===== src/rtl/opt_pkg.sv =====
// Shared types and defaults for the moving-average stage.
// Defaults match the upstream data generator word.
package opt_pkg;

  typedef enum logic {
    ST_FILL,
    ST_RUN
  } state_t;

  localparam int DEF_DATA_WIDTH = 8;
  localparam int DEF_WIN_LOG2   = 2;

  function automatic int sum_width(
    input int dw,
    input int wl
  );
    return dw + wl;
  endfunction

endpackage


===== src/rtl/opt_win_buf.sv =====
// Circular sample buffer with combinational read of the slot
// about to be overwritten (read-before-write).
module opt_win_buf
  import opt_pkg::*;
#(
  parameter int DATA_WIDTH = DEF_DATA_WIDTH,
  parameter int WIN_LOG2   = DEF_WIN_LOG2
) (
  input  logic                  clk,
  input  logic                  rst,
  input  logic                  clear,
  input  logic                  we,
  input  logic [DATA_WIDTH-1:0] wdata,
  output logic [DATA_WIDTH-1:0] old
);

  localparam int DEPTH = 1 << WIN_LOG2;

  logic [DATA_WIDTH-1:0] mem [DEPTH];
  logic [WIN_LOG2-1:0]   wr_ptr;

  assign old = mem[wr_ptr];

  // Zeroed slots make the fill-phase subtraction a no-op.
  always_ff @(posedge clk or posedge rst) begin
    if (rst) begin
      wr_ptr <= '0;
      for (int i = 0; i < DEPTH; i++) mem[i] <= '0;
    end else if (clear) begin
      wr_ptr <= '0;
      for (int i = 0; i < DEPTH; i++) mem[i] <= '0;
    end else if (we) begin
      mem[wr_ptr] <= wdata;
      wr_ptr      <= wr_ptr + 1'b1;
    end
  end

endmodule


===== src/rtl/opt_win_avg.sv =====
// Streaming moving average over the last 2^WIN_LOG2 samples.
// Emits window sum and truncated average once the window is full.
module opt_win_avg
  import opt_pkg::*;
#(
  parameter int DATA_WIDTH = DEF_DATA_WIDTH,
  parameter int WIN_LOG2   = DEF_WIN_LOG2
) (
  input  logic                           i_clk,
  input  logic                           i_rst,
  input  logic                           i_valid,
  input  logic [DATA_WIDTH-1:0]          i_data,
  input  logic                           i_clear,
  output logic                           o_valid,
  output logic [DATA_WIDTH+WIN_LOG2-1:0] o_sum,
  output logic [DATA_WIDTH-1:0]          o_avg,
  output logic                           o_primed
);

  localparam int SW    = sum_width(DATA_WIDTH, WIN_LOG2);
  localparam int CW    = WIN_LOG2 + 1;
  localparam int DEPTH = 1 << WIN_LOG2;

  state_t              state, state_n;
  logic [CW-1:0]       cnt, cnt_n;
  logic [SW-1:0]       sum, sum_n;
  logic [DATA_WIDTH-1:0] old;
  logic                accept;
  logic                emit;

  assign accept = i_valid & ~i_clear;
  assign emit   = accept & (state_n == ST_RUN);

  opt_win_buf #(
    .DATA_WIDTH(DATA_WIDTH),
    .WIN_LOG2  (WIN_LOG2)
  ) u_buf (
    .clk  (i_clk),
    .rst  (i_rst),
    .clear(i_clear),
    .we   (accept),
    .wdata(i_data),
    .old  (old)
  );

  always_comb begin
    state_n = state;
    cnt_n   = cnt;
    sum_n   = sum;
    if (i_clear) begin
      state_n = ST_FILL;
      cnt_n   = '0;
      sum_n   = '0;
    end else if (i_valid) begin
      sum_n = sum + SW'(i_data) - SW'(old);
      if (state == ST_FILL) begin
        cnt_n = cnt + 1'b1;
        if (cnt_n == CW'(DEPTH)) state_n = ST_RUN;
      end
    end
  end

  always_ff @(posedge i_clk or posedge i_rst) begin
    if (i_rst) begin
      state    <= ST_FILL;
      cnt      <= '0;
      sum      <= '0;
      o_valid  <= 1'b0;
      o_sum    <= '0;
      o_avg    <= '0;
      o_primed <= 1'b0;
    end else begin
      state    <= state_n;
      cnt      <= cnt_n;
      sum      <= sum_n;
      o_valid  <= emit;
      o_primed <= (state_n == ST_RUN);
      if (i_clear) begin
        o_sum <= '0;
        o_avg <= '0;
      end else if (emit) begin
        o_sum <= sum_n;
        o_avg <= sum_n[SW-1:WIN_LOG2];
      end
    end
  end

endmodule


===== config.mk =====
export PLATFORM = sky130hd
export DESIGN_NAME = opt_win_avg
export DESIGN_NICKNAME = d
export VERILOG_FILES = /design/src/rtl/opt_pkg.sv /design/src/rtl/opt_win_buf.sv /design/src/rtl/opt_win_avg.sv
export SDC_FILE = /design/constraint.sdc
export NUM_CORES = 1
export LEC_CHECK = 0
export ABC_AREA = 1
export CAP_MARGIN = 10
export CORE_MARGIN = 2
export CORE_UTILIZATION = 58
export DETAILED_ROUTE_END_ITERATION = 10
export PLACE_DENSITY_LB_ADDON = 0.08
export SLEW_MARGIN = 20
export SYNTH_ARGS = -nofsm -noshare
export SYNTH_HDL_FRONTEND = slang
export SYNTH_HIERARCHICAL = 1
export SYNTH_SLANG_ARGS = --single-unit

===== constraint.sdc =====
create_clock -name i_clk -period 3.2 [get_ports i_clk]
set_input_delay 0.64 -clock i_clk [delete_from_list [all_inputs] [get_ports i_clk]]
set_output_delay 0.64 -clock i_clk [all_outputs]
set_load 0.05 [all_outputs]

==> results of run 1 <==
worst max-delay path: stages (launching register included):
cell and delay (ns):
dfrtp_1 0.61, inv_2 0.22, nand3_1 0.13, nand2_1 0.09
fa_1 0.49, inv_1 0.04, ha_1 0.35, a21oi_1 0.27
nor2_1 0.07, nor2_1 0.13, nand2_1 0.09, nand2_1 0.07
nand3_1 0.08, nand3_1 0.08, nand2_1 0.05
per-stage QoR:
stage | area, sq um | std cells | utilization [%] | hold WS [ns] | worst slack (ns)
6_report | 4070 | 584 | 68.7 | 0.501 | 0.337
5_1_grt | 4070 | 584 | 68.7 | 0.538 | 0.109
4_1_cts | 4070 | 584 | 68.7 | 0.505 | 0.398
3_5_place_dp | 3880 | 568 | 65.5 | 0.489 | 0.183
3_3_place_gp | 3880 | 568 | 65.5 | 0.476 | 0.198
2_1_floorplan | 3560 | 473 | - | 0.485 | 0.618
worst max path at each step:
stage | to | slack (ns) | cells past startpoint
final | o_sum[7] | 0.34 | 14
after detailed placement | o_sum[6] | 0.18 | 13
after floorplan | o_sum[7] | 0.62 | 17
after CTS | o_sum[7] | 0.40 | 14
after global routing | o_sum[7] | 0.11 | 14
after global placement | o_sum[8] | 0.20 | 13
cells in the final DEF, fill, tap and decap left out, drive strengths merged:
master,count
fa,8
inv,107
nor2,17
o211ai,1
a211oi,1
clkinvlp,1
or2,1
xor2,1
nand3,42
nand4,2
clkinv,4
a21oi,14
clkbuf,11
xnor2,1
ha,16
clkdlybuf4s50,31
nand2,140
dfrtp,59
buf,5
nor3,1
o21a,2
o21ai,43
bufinv,1
sequential cells by signal, indices dropped and copies added (netlist names):
name / count
o_valid: 1
sum: 10
state: 1
o_sum: 10
cnt: 3
u_buf/mem: 32
u_buf/wr_ptr: 2
power by group through the flow:
stage                     Combinational (mW)  Clock, mW  Sequential [mW]
final                                   1.02      0.683            0.844
after global placement                 0.981          0            0.855
after global routing                    1.15      0.726            0.850
after detailed placement                1.00          0            0.857
after CTS                               1.01      0.696            0.843
after floorplan                        0.710          0            0.928
final cells by class:
cell class                      instances  area, sq um
Fill cell                             495         1850
Multi-Input combinational cell        290         1550
Sequential cell                        59         1480
Inverter                              108          405
Timing Repair Buffer                   36          348
Clock buffer                           11          141
Tap cell                               75         93.8
Clock inverter                          5         52.6
cell families after synthesis:
kind of cell	after synthesis
AOI/OAI and AO/OA	61
xor gates and xnor gates	2
adders and majority gates	24
buffers and inverters	124
DFF	59
and+or+nand+nor	203
layer usage:
| metal | GRT usage (%) | up-vias | routed length [um] |
|---|---|---|---|
| met5 | 0 | - | 0 |
| met4 | 14.0 | 0 | 221 |
| met3 | 4.24 | 21 | 444 |
| met2 | 40.9 | 106 | 3650 |
| met1 | 36.7 | 1426 | 3730 |
| li1 | - | 1494 | - |
==> impl_results.md, run 1 <==
- Setup violators final: 0
- Synth Instances: 473
- CTS-repair resized insts: 0
- H-tree level count: 3
- Worst Setup End Kind: flop
- Port Buf Inserts: 31
- Synth Flop Type: dfrtp_1
- Per-cell routed wire length: 13.8 um
- VDD IR max: 0.000445 V
- Post-CTS Setup Repair Bufs: 0
- Multiplexer area fraction after synthesis: 0%
- Power Total: approximately 2.5 mW
- Final setup TNS: 0 ns
- CTS tree: done
- Avg Inst Size Synth: 7.52 sq um
- Cts hold-fix bufs: 0
- Switching power: 1.01 mW
- Max-Cap Viols: 0
- Number of diodes: 0
- Cell internal pwr: 1.53 mW
- Seq cells post-synth: 59
- Clock latency at the later pin of the worst-skew pair: ~0.35 ns
- Worst slew pin tran: 0.903 ns
- First-pass GRT wire length: 13.5 mm
- Vias in the first global route: 2986
- Row cnt: 28
- Worst hold start: o_sum[1]
- Yosys warning count: 6
- Area delta synth->final: 14.4%
- Drt total wl: between 8 and 9 mm
- Crit path max fanout: 11
- PwrDens: 625 mW/mm^2
- FFs w/ async S/R, synth: 100%
- Die Area: 0.00678 sq mm
- Power share of the combinational group: around 40%
- EDFF count, synth: 0
- Final nets: 540
- Initial antenna violation count: 0
- Clk root buf: clkbuf_8
- Relative slew slack: 39.4%
- CTS Buf Count: 9
- Core outline area: 0.00592 sq mm
- Slew Limit Fails: 0
- Global route total overflow: 0
- Crit path DAT: 3.10 ns
- DR vias/cell: 5.22
- Most numerous cell in the Yosys netlist: nand2_1
- Area share of the largest cell type after synthesis: 41.5%
- Sw Ratio: 39.8%
- Fmax achieved: 0.349 GHz
- Remaining antenna violation count: 0
- Top cell types by occurrence after synthesis: 132 x nand2_1, 102 x inv_1, 59 x dfrtp_1
- Routability cong.: 0.858
- RSZ-0062 raised after global routing: no
- Yosys top cell by area: dfrtp_1
- Startpoint types: flop
- Sequential power share: between 30% and 40%
- Die X: approximately 80 um
- Clk pwr share: 26.8%
- Main combinational cell family by area after synthesis: simple AND/OR/NAND/NOR gates
- Global Route Usage Sum: 26.7%
- Pleak: between 2 and 2.5 nW
- Crit. Startpoint: u_buf/wr_ptr[1]
- Syn nets: 509
- Largest cells by area after synthesis: dfrtp_1 41%, nand2_1 14%, inv_1 11%
- R2r setup slk: 0.34 ns
- Effective utilization at floorplan: 60.1%
- Adder-cell share of the synthesized area: 10.1%
- Clock slew at reported path FFs: 0.07 ns
- Worst min-delay path class: flop to flop
- Final Critical Period: between 2 and 3 ns
- DP Wirelength: 5.59 mm
- Worst r2r src: u_buf/wr_ptr[1]
- CP Class: flop to flop
- TritonCTS Sinks: 59
- Status: finished clean
- R2R depth: 14
- Period utilization: 89.5%
- Synth Cell Area: 0.00356 sq mm
- Compound-gate portion of the synthesized area: under 10%
- Hold Crit Endpoint: o_sum[1]
- Residual DRC: 0
- Yosys cell types: 27
- 1st-pass router iterations: 5
- 1st-iter DRT viols: 213
- Die Ht: 82.3 um
- Hold Vio Cnt, Final: 0
- Synth Area in XOR/XNOR: 0.492%
- FF-to-FF End: o_sum[7]
- Hold path depth: 2
- WP data required: 3.44 ns
- Skew final: 0.00918 ns
- Sequential area share after synthesis: 41.5%
- Post-synthesis simple-gate area fraction: 24.1%
- Bufs on Longest Clock Path: 2
- IO Count: 32
- Fraction of layout cells with a size suffix above 1: 7.27%
- Largest net degree at the start of global routing: 35
- DR vias: roughly 3000
(Power assumes the default switching activity.)
==> run 2, diff against run 1 <==
- CORE_MARGIN: 2 -> 10
==> run 2 against run 1 <==
Against the previous run: maximum frequency is 3.7% higher; die area is 43% higher; clock skew is 0.0022 ns lower; largest cell class unchanged; sequential share of layout area is 0.067 points lower.
==> impl_results.md, run 2 (synthesis gave the netlist of run 1 again) <==
- Fraction of layout cells with a size suffix above 1: 7.45% (was 7.27%)
- Slowest cell on the critical path: fa_1 (was dfrtp_1)
- Post-CTS Setup Repair Bufs: 0 (unchanged)
- Final worst slack: 0.440 ns (was 0.337 ns)
- 1st-iter DRT viols: 166 (was 213)
- Skew final: 0.00697 ns (was 0.00918 ns)
- CTS tree: done (unchanged)
- Die Area: 0.00967 sq mm (was 0.00678 sq mm)
- Bufs on Longest Clock Path: 2 (unchanged)
- Hold Vio Cnt, Final: 0 (unchanged)
- TritonCTS Sinks: 59 (unchanged)
- Die X: 98.3 um (was 82.3 um)
- Setup WS pre-CTS: 0.0985 ns (was 0.183 ns)
- Cts hold-fix bufs: 0 (unchanged)
- Status: finished clean (unchanged)
- CTS-repair resized insts: 0 (unchanged)
- DR vias/cell: 5.17 (was 5.22)
- PwrDens: 620 mW/mm^2 (was 625 mW/mm^2)
- Slew Limit Fails: 0 (unchanged)
- Top reg by flops: u_buf/mem (unchanged)
- Per-cell routed wire length: 13.9 um (was 13.8 um)
- Routability cong.: 0.931 (was 0.858)
- Worst Setup End Kind: flop (unchanged)
- Startpoint types: flop (unchanged)
- Pleak: 2.23 nW (was 2.22 nW)
- Biggest regs: u_buf/mem (32), o_sum (10), sum (10) (unchanged)
- Worst min-delay path class: flop to flop (unchanged)
- IO Count: 32 (unchanged)
- Crit path top cell by count: nand2_1 (unchanged)
- Port Buf Inserts: 31 (unchanged)
- Crit path max fanout: 20 (was 11)
- Most frequent cells in the layout: 132 x nand2_1, 102 x inv_1, 59 x dfrtp_1 (was 132 x nand2_1, 101 x inv_1, 59 x dfrtp_1)
- Effective utilization at floorplan: 59.7% (was 60.1%)
- Global Route Usage Sum: 17.6% (was 26.7%)
- CP peak stage delay: 0.48 ns (was 0.61 ns)
- Number of diodes: 0 (unchanged)
- H-tree level count: 3 (unchanged)
- Residual DRC: 0 (unchanged)
- Fmax achieved: 0.362 GHz (was 0.349 GHz)
- Relative slew slack: 36.0% (was 39.4%)
- Final nets: 541 (was 540)
- Vias in the first global route: 3027 (was 2986)
- Initial antenna violation count: 0 (unchanged)
- Final Cell Area: 0.00408 sq mm (was 0.00407 sq mm)
- WP data required: 3.43 ns (was 3.44 ns)
- Core outline area: 0.00596 sq mm (was 0.00592 sq mm)
- DP Wirelength: 5.81 mm (was 5.59 mm)
- 1st-pass router iterations: 4 (was 5)
- Remaining antenna violation count: 0 (unchanged)
- Area delta synth->final: 14.6% (was 14.4%)
- DR vias: 3026 (was 3047)
- Period utilization: 86.3% (was 89.5%)
- CP Class: flop to flop (unchanged)
- Largest net degree at the start of global routing: 35 (unchanged)
- Drt total wl: 8.12 mm (was 8.05 mm)
- Global route total overflow: 0 (unchanged)
- First-pass GRT wire length: 14.1 mm (was 13.5 mm)
- Clock latency at the later pin of the worst-skew pair: 0.34 ns (was 0.35 ns)
- Die Ht: 98.3 um (was 82.3 um)
- Most common cell after layout, fill and taps aside: nand2_1 (unchanged)
- Row cnt: 28 (unchanged)
- Post-DP Area: 0.00388 sq mm (about the same)
- Setup violators final: 0 (unchanged)
- Crit path DAT: 2.99 ns (was 3.10 ns)
- Worst slew pin tran: 0.958 ns (was 0.903 ns)
- CTS Buf Count: 9 (unchanged)
- Final setup TNS: 0 ns (unchanged)
- Clk root buf: clkbuf_8 (unchanged)
- RSZ-0062 raised after global routing: no (unchanged)
- Max reg flops: 32 (unchanged)
- Worst-path cell chain: inv_2 -> nand2_1 -> nand3_1 -> nand2_1 -> fa_1 -> inv_1 -> ha_1 -> a21oi_1 -> nor2_1 -> nor2_1 -> nand2_1 -> nand2_1 -> nand3_1 -> nand3_1 -> nand2_1 (was inv_2 -> nand3_1 -> nand2_1 -> fa_1 -> inv_1 -> ha_1 -> a21oi_1 -> nor2_1 -> nor2_1 -> nand2_1 -> nand2_1 -> nand3_1 -> nand3_1 -> nand2_1)
- Final Critical Period: 2.76 ns (was 2.86 ns)
- Max-Cap Viols: 0 (unchanged)
- VDD IR max: 0.000471 V (was 0.000445 V)
- Clock slew at reported path FFs: 0.07 ns (about the same)
[run 2: cell count changes in the layout (fill, tap and decap cells not counted)]
cell,delta
buf_4,+1
clkinv_1,-1
inv_1,+1
[run 2: per-layer routing]
metal | track usage [%] | wire, um | up-vias
met2 | 27.8 | 3760 | 86
met5 | 0 | 0 | -
met1 | 22.6 | 3700 | 1423
li1 | - | - | 1501
met3 | 5.29 | 521 | 16
met4 | 5.62 | 140 | 0
[run 2: worst max-delay path: cells and delay by family, from the launching register on]
family	cells	cell delay, ns
AND/OR/NAND/NOR	10	0.84
adder cells (fa/ha/maj)	2	0.83
flip-flops	1	0.39
buffers and inverters	2	0.32
AO/OA/AOI/OAI	1	0.28
[run 2: final timing paths]
path | start | end | slack [ns] | cells past startpoint
min reg2reg | o_sum[0] | o_sum[0] | 0.49 | 2
max | u_buf/wr_ptr[0] | o_sum[7] | 0.44 | 15
max in group asynchronous | i_rst | o_sum[6] | 1.76 | 2
min | o_sum[0] | o_sum[0] | 0.49 | 2
min in group asynchronous | i_rst | u_buf/mem[8] | 0.71 | 3
max reg2reg | u_buf/wr_ptr[0] | o_sum[7] | 0.44 | 15
[run 2: final cells by class]
| cell class | count | area (sq um) |
|---|---|---|
| Fill cell | 523 | 1880 |
| Multi-Input combinational cell | 290 | 1550 |
| Inverter | 108 | 405 |
| Timing Repair Buffer | 37 | 355 |
| Clock inverter | 5 | 52.6 |
| Clock buffer | 11 | 141 |
| Sequential cell | 59 | 1480 |
| Tap cell | 75 | 93.8 |
[run 2: through the flow]
step | power (mW) | hold slack (ns) | util (%) | std cells
finish | 2.53 | 0.493 | 68.5 | 585
global route | 2.72 | 0.544 | 68.5 | 585
CTS | 2.54 | 0.495 | 68.5 | 585
detailed placement | 1.86 | 0.484 | 65.2 | 569
global placement | 1.84 | 0.476 | 65.2 | 569
floorplan | 1.64 | 0.485 | - | 473
[run 2: report_power, final]
group | leakage (nW) | internal [mW] | switching [mW]
combinational | 1.33 | 0.349 | 0.663
sequential | 0.801 | 0.807 | 0.0359
clock | 0.0991 | 0.377 | 0.297
==> run 3, diff against run 2 <==
- CORE_UTILIZATION: 58 -> 60
- SETUP_SLACK_MARGIN: not set -> 0.05
- clock period: 3.2 -> 3.3 ns (I/O delays scaled with it)
==> run 3 against run 2 <==
Against the previous run: global-route usage rose by 0.69 points; maximum frequency fell by 7.0%; hold slack improved by 0.017 ns; sequential cell count did not move; sequential share of layout area fell by 0.067 points; die area fell by 2.7%; power fell by 1.3%; largest power group unchanged; highest routed layer unchanged.
==> impl_results.md, run 3 (synthesis gave the netlist of run 1 again) <==
- Global Route Usage Sum: 18.3% (was 17.6%)
- Power share of the combinational group: 39.4% (was 40.0%)
- Most frequent cells in the layout: 132 x nand2_1, 102 x inv_1, 59 x dfrtp_1 (unchanged)
- Core outline area: 0.00564 sq mm (was 0.00596 sq mm)
- Cell internal pwr: 1.53 mW (about the same)
- TritonCTS Sinks: 59 (unchanged)
- Most common cell after layout, fill and taps aside: nand2_1 (unchanged)
- Worst Setup End Kind: flop (unchanged)
- First-pass GRT wire length: 14.4 mm (was 14.1 mm)
- PwrDens: 611 mW/mm^2 (was 620 mW/mm^2)
- Hold path depth: 2 (unchanged)
- Crit path max fanout: 20 (unchanged)
- Residual DRC: 0 (unchanged)
- Top reg by flops: u_buf/mem (unchanged)
- Wire length on met1: 3.65 mm (was 3.70 mm)
- H-tree level count: 3 (unchanged)
- Bufs on Longest Clock Path: 2 (unchanged)
- Status: finished clean (unchanged)
- Period utilization: 89.9% (was 86.3%)
- Max reg flops: 32 (unchanged)
- Area delta synth->final: 14.8% (was 14.6%)
- Post-Layout Cell Count: 581 (was 585)
- VDD IR max: 0.000400 V (was 0.000471 V)
- Clock slew at reported path FFs: 0.06 ns (was 0.07 ns)
- R2R depth: 15 (unchanged)
- Slew Limit Fails: 0 (unchanged)
- Worst slew pin tran: 0.932 ns (was 0.958 ns)
- Final Critical Period: 2.97 ns (was 2.76 ns)
- Sw Ratio: 38.8% (was 39.4%)
- Final worst slack: 0.332 ns (was 0.440 ns)
- Remaining antenna violation count: 0 (unchanged)
- Sequential power share: 32.9% (was 33.3%)
- Power Total: 2.50 mW (was 2.53 mW)
- CTS-repair resized insts: 0 (unchanged)
- Row cnt: 27 (was 28)
- Port Buf Inserts: 31 (unchanged)
- Final setup TNS: 0 ns (unchanged)
- Worst min-delay path class: flop to flop (unchanged)
- Routability cong.: 0.922 (was 0.931)
- Highest Signal Layer: met4 (unchanged)
- Cts hold-fix bufs: 0 (unchanged)
- IO Count: 32 (unchanged)
- WP data required: 3.52 ns (was 3.43 ns)
- Setup WS pre-CTS: 0.235 ns (was 0.0985 ns)
- RSZ-0062 raised after global routing: no (unchanged)
- Vias in the first global route: 3098 (was 3027)
- Post-CTS Setup Repair Bufs: 0 (unchanged)
- Routed length on met3: 550 um (was 521 um)
- Number of diodes: 0 (unchanged)
- Max-Cap Viols: 0 (unchanged)
- Hold Vio Cnt, Final: 0 (unchanged)
- Die Ht: 97.0 um (was 98.3 um)
- Worst r2r src: u_buf/wr_ptr[0] (unchanged)
- 1st-pass router iterations: 5 (was 4)
- Fillers: 443 (was 523)
- Startpoint types: flop (unchanged)
- Skew final: 0.00936 ns (was 0.00697 ns)
- DP Wirelength: 5.90 mm (was 5.81 mm)
- WHS: 0.510 ns (was 0.493 ns)
- Drt total wl: 8.24 mm (was 8.12 mm)
- Die Area: 0.00941 sq mm (was 0.00967 sq mm)
- Per-cell routed wire length: 14.2 um (was 13.9 um)
- Biggest regs: u_buf/mem (32), o_sum (10), sum (10) (unchanged)
- Crit. Startpoint: u_buf/wr_ptr[0] (unchanged)
- Routed wl met2: 3.91 mm (was 3.76 mm)
- Relative slew slack: 37.8% (was 36.0%)
- CTS tree: done (unchanged)
- 1st-iter DRT viols: 153 (was 166)
- Fmax achieved: 0.337 GHz (was 0.362 GHz)
- Global route total overflow: 0 (unchanged)
- Die X: 97.0 um (was 98.3 um)
- Clock latency at the later pin of the worst-skew pair: 0.34 ns (about the same)
- Largest net degree at the start of global routing: 35 (unchanged)
- Effective utilization at floorplan: 63.1% (was 59.7%)
- Crit path DAT: 3.19 ns (was 2.99 ns)
- Switching power: 968 uW (was 996 uW)
- DR vias: 3007 (was 3026)
- Clk pwr share: 27.7% (was 26.6%)
- CP Class: flop to flop (unchanged)
- Final nets: 540 (was 541)
- Setup violators final: 0 (unchanged)
- DR vias/cell: 5.18 (was 5.17)
- Pleak: 2.24 nW (was 2.23 nW)
- Fraction of layout cells with a size suffix above 1: 7.47% (was 7.45%)
- CTS Buf Count: 9 (unchanged)
- Initial antenna violation count: 0 (unchanged)
- Inst Count DP: 565 (was 569)
- Worst hold start: o_sum[2] (was o_sum[0])
- Clk root buf: clkbuf_8 (unchanged)
run 3: worst paths after layout:
| kind | endpoint | slack (ns) |
|---|---|---|
| max in group asynchronous | o_sum[7] | 1.87 |
| hold reg to reg | o_sum[2] | 0.51 |
| setup / recovery | o_sum[7] | 0.33 |
| hold / removal | o_sum[2] | 0.51 |
| min in group asynchronous | u_buf/mem[24] | 0.73 |
| setup reg to reg | o_sum[7] | 0.33 |
run 3: per-stage QoR:
| step | util, % | instance area [sq um] |
|---|---|---|
| after floorplan | - | 3560 |
| after global placement | 68.6 | 3870 |
| after detailed placement | 68.6 | 3870 |
| after CTS | 72.4 | 4090 |
| after global routing | 72.4 | 4090 |
| final | 72.4 | 4090 |
run 3: metal layers:
| layer | vias to the layer above | GRT usage (%) |
|---|---|---|
| met5 | - | 0 |
| met4 | 0 | 7.10 |
| met3 | 12 | 4.61 |
| met2 | 96 | 29.9 |
| met1 | 1405 | 22.6 |
| li1 | 1494 | - |
run 3: critical path, stage by stage (launching register included):
cell     delay (ns)
dfrtp_1        0.52
inv_2          0.35
nand2_1        0.10
nand3_1        0.09
nand2_1        0.09
fa_1           0.48
inv_1          0.04
ha_1           0.34
a21oi_1        0.28
nor2_1         0.07
nor2_1         0.13
nand2_1        0.07
nand2_1        0.06
nand3_1        0.08
nand3_1        0.08
nand2_1        0.06
run 3: layout make-up:
class                   instances  area [sq um]  area share (%)
clock inverters                 4          47.5            1.16
well taps                      72          90.1            2.21
repair buffers                 36           348            8.51
inverters                     108           405            9.92
flip-flops and latches         59          1480            36.1
multi-input cells             290          1550            38.0
clock buffers                  12           165            4.04
run 3: power groups by stage:
stage,logic (mW),clock network [mW],registers [mW]
after floorplan,0.689,0,0.900
after global placement,0.955,0,0.832
after detailed placement,0.975,0,0.833
after CTS,0.984,0.706,0.820
after global routing,1.12,0.742,0.828
final,0.984,0.692,0.820
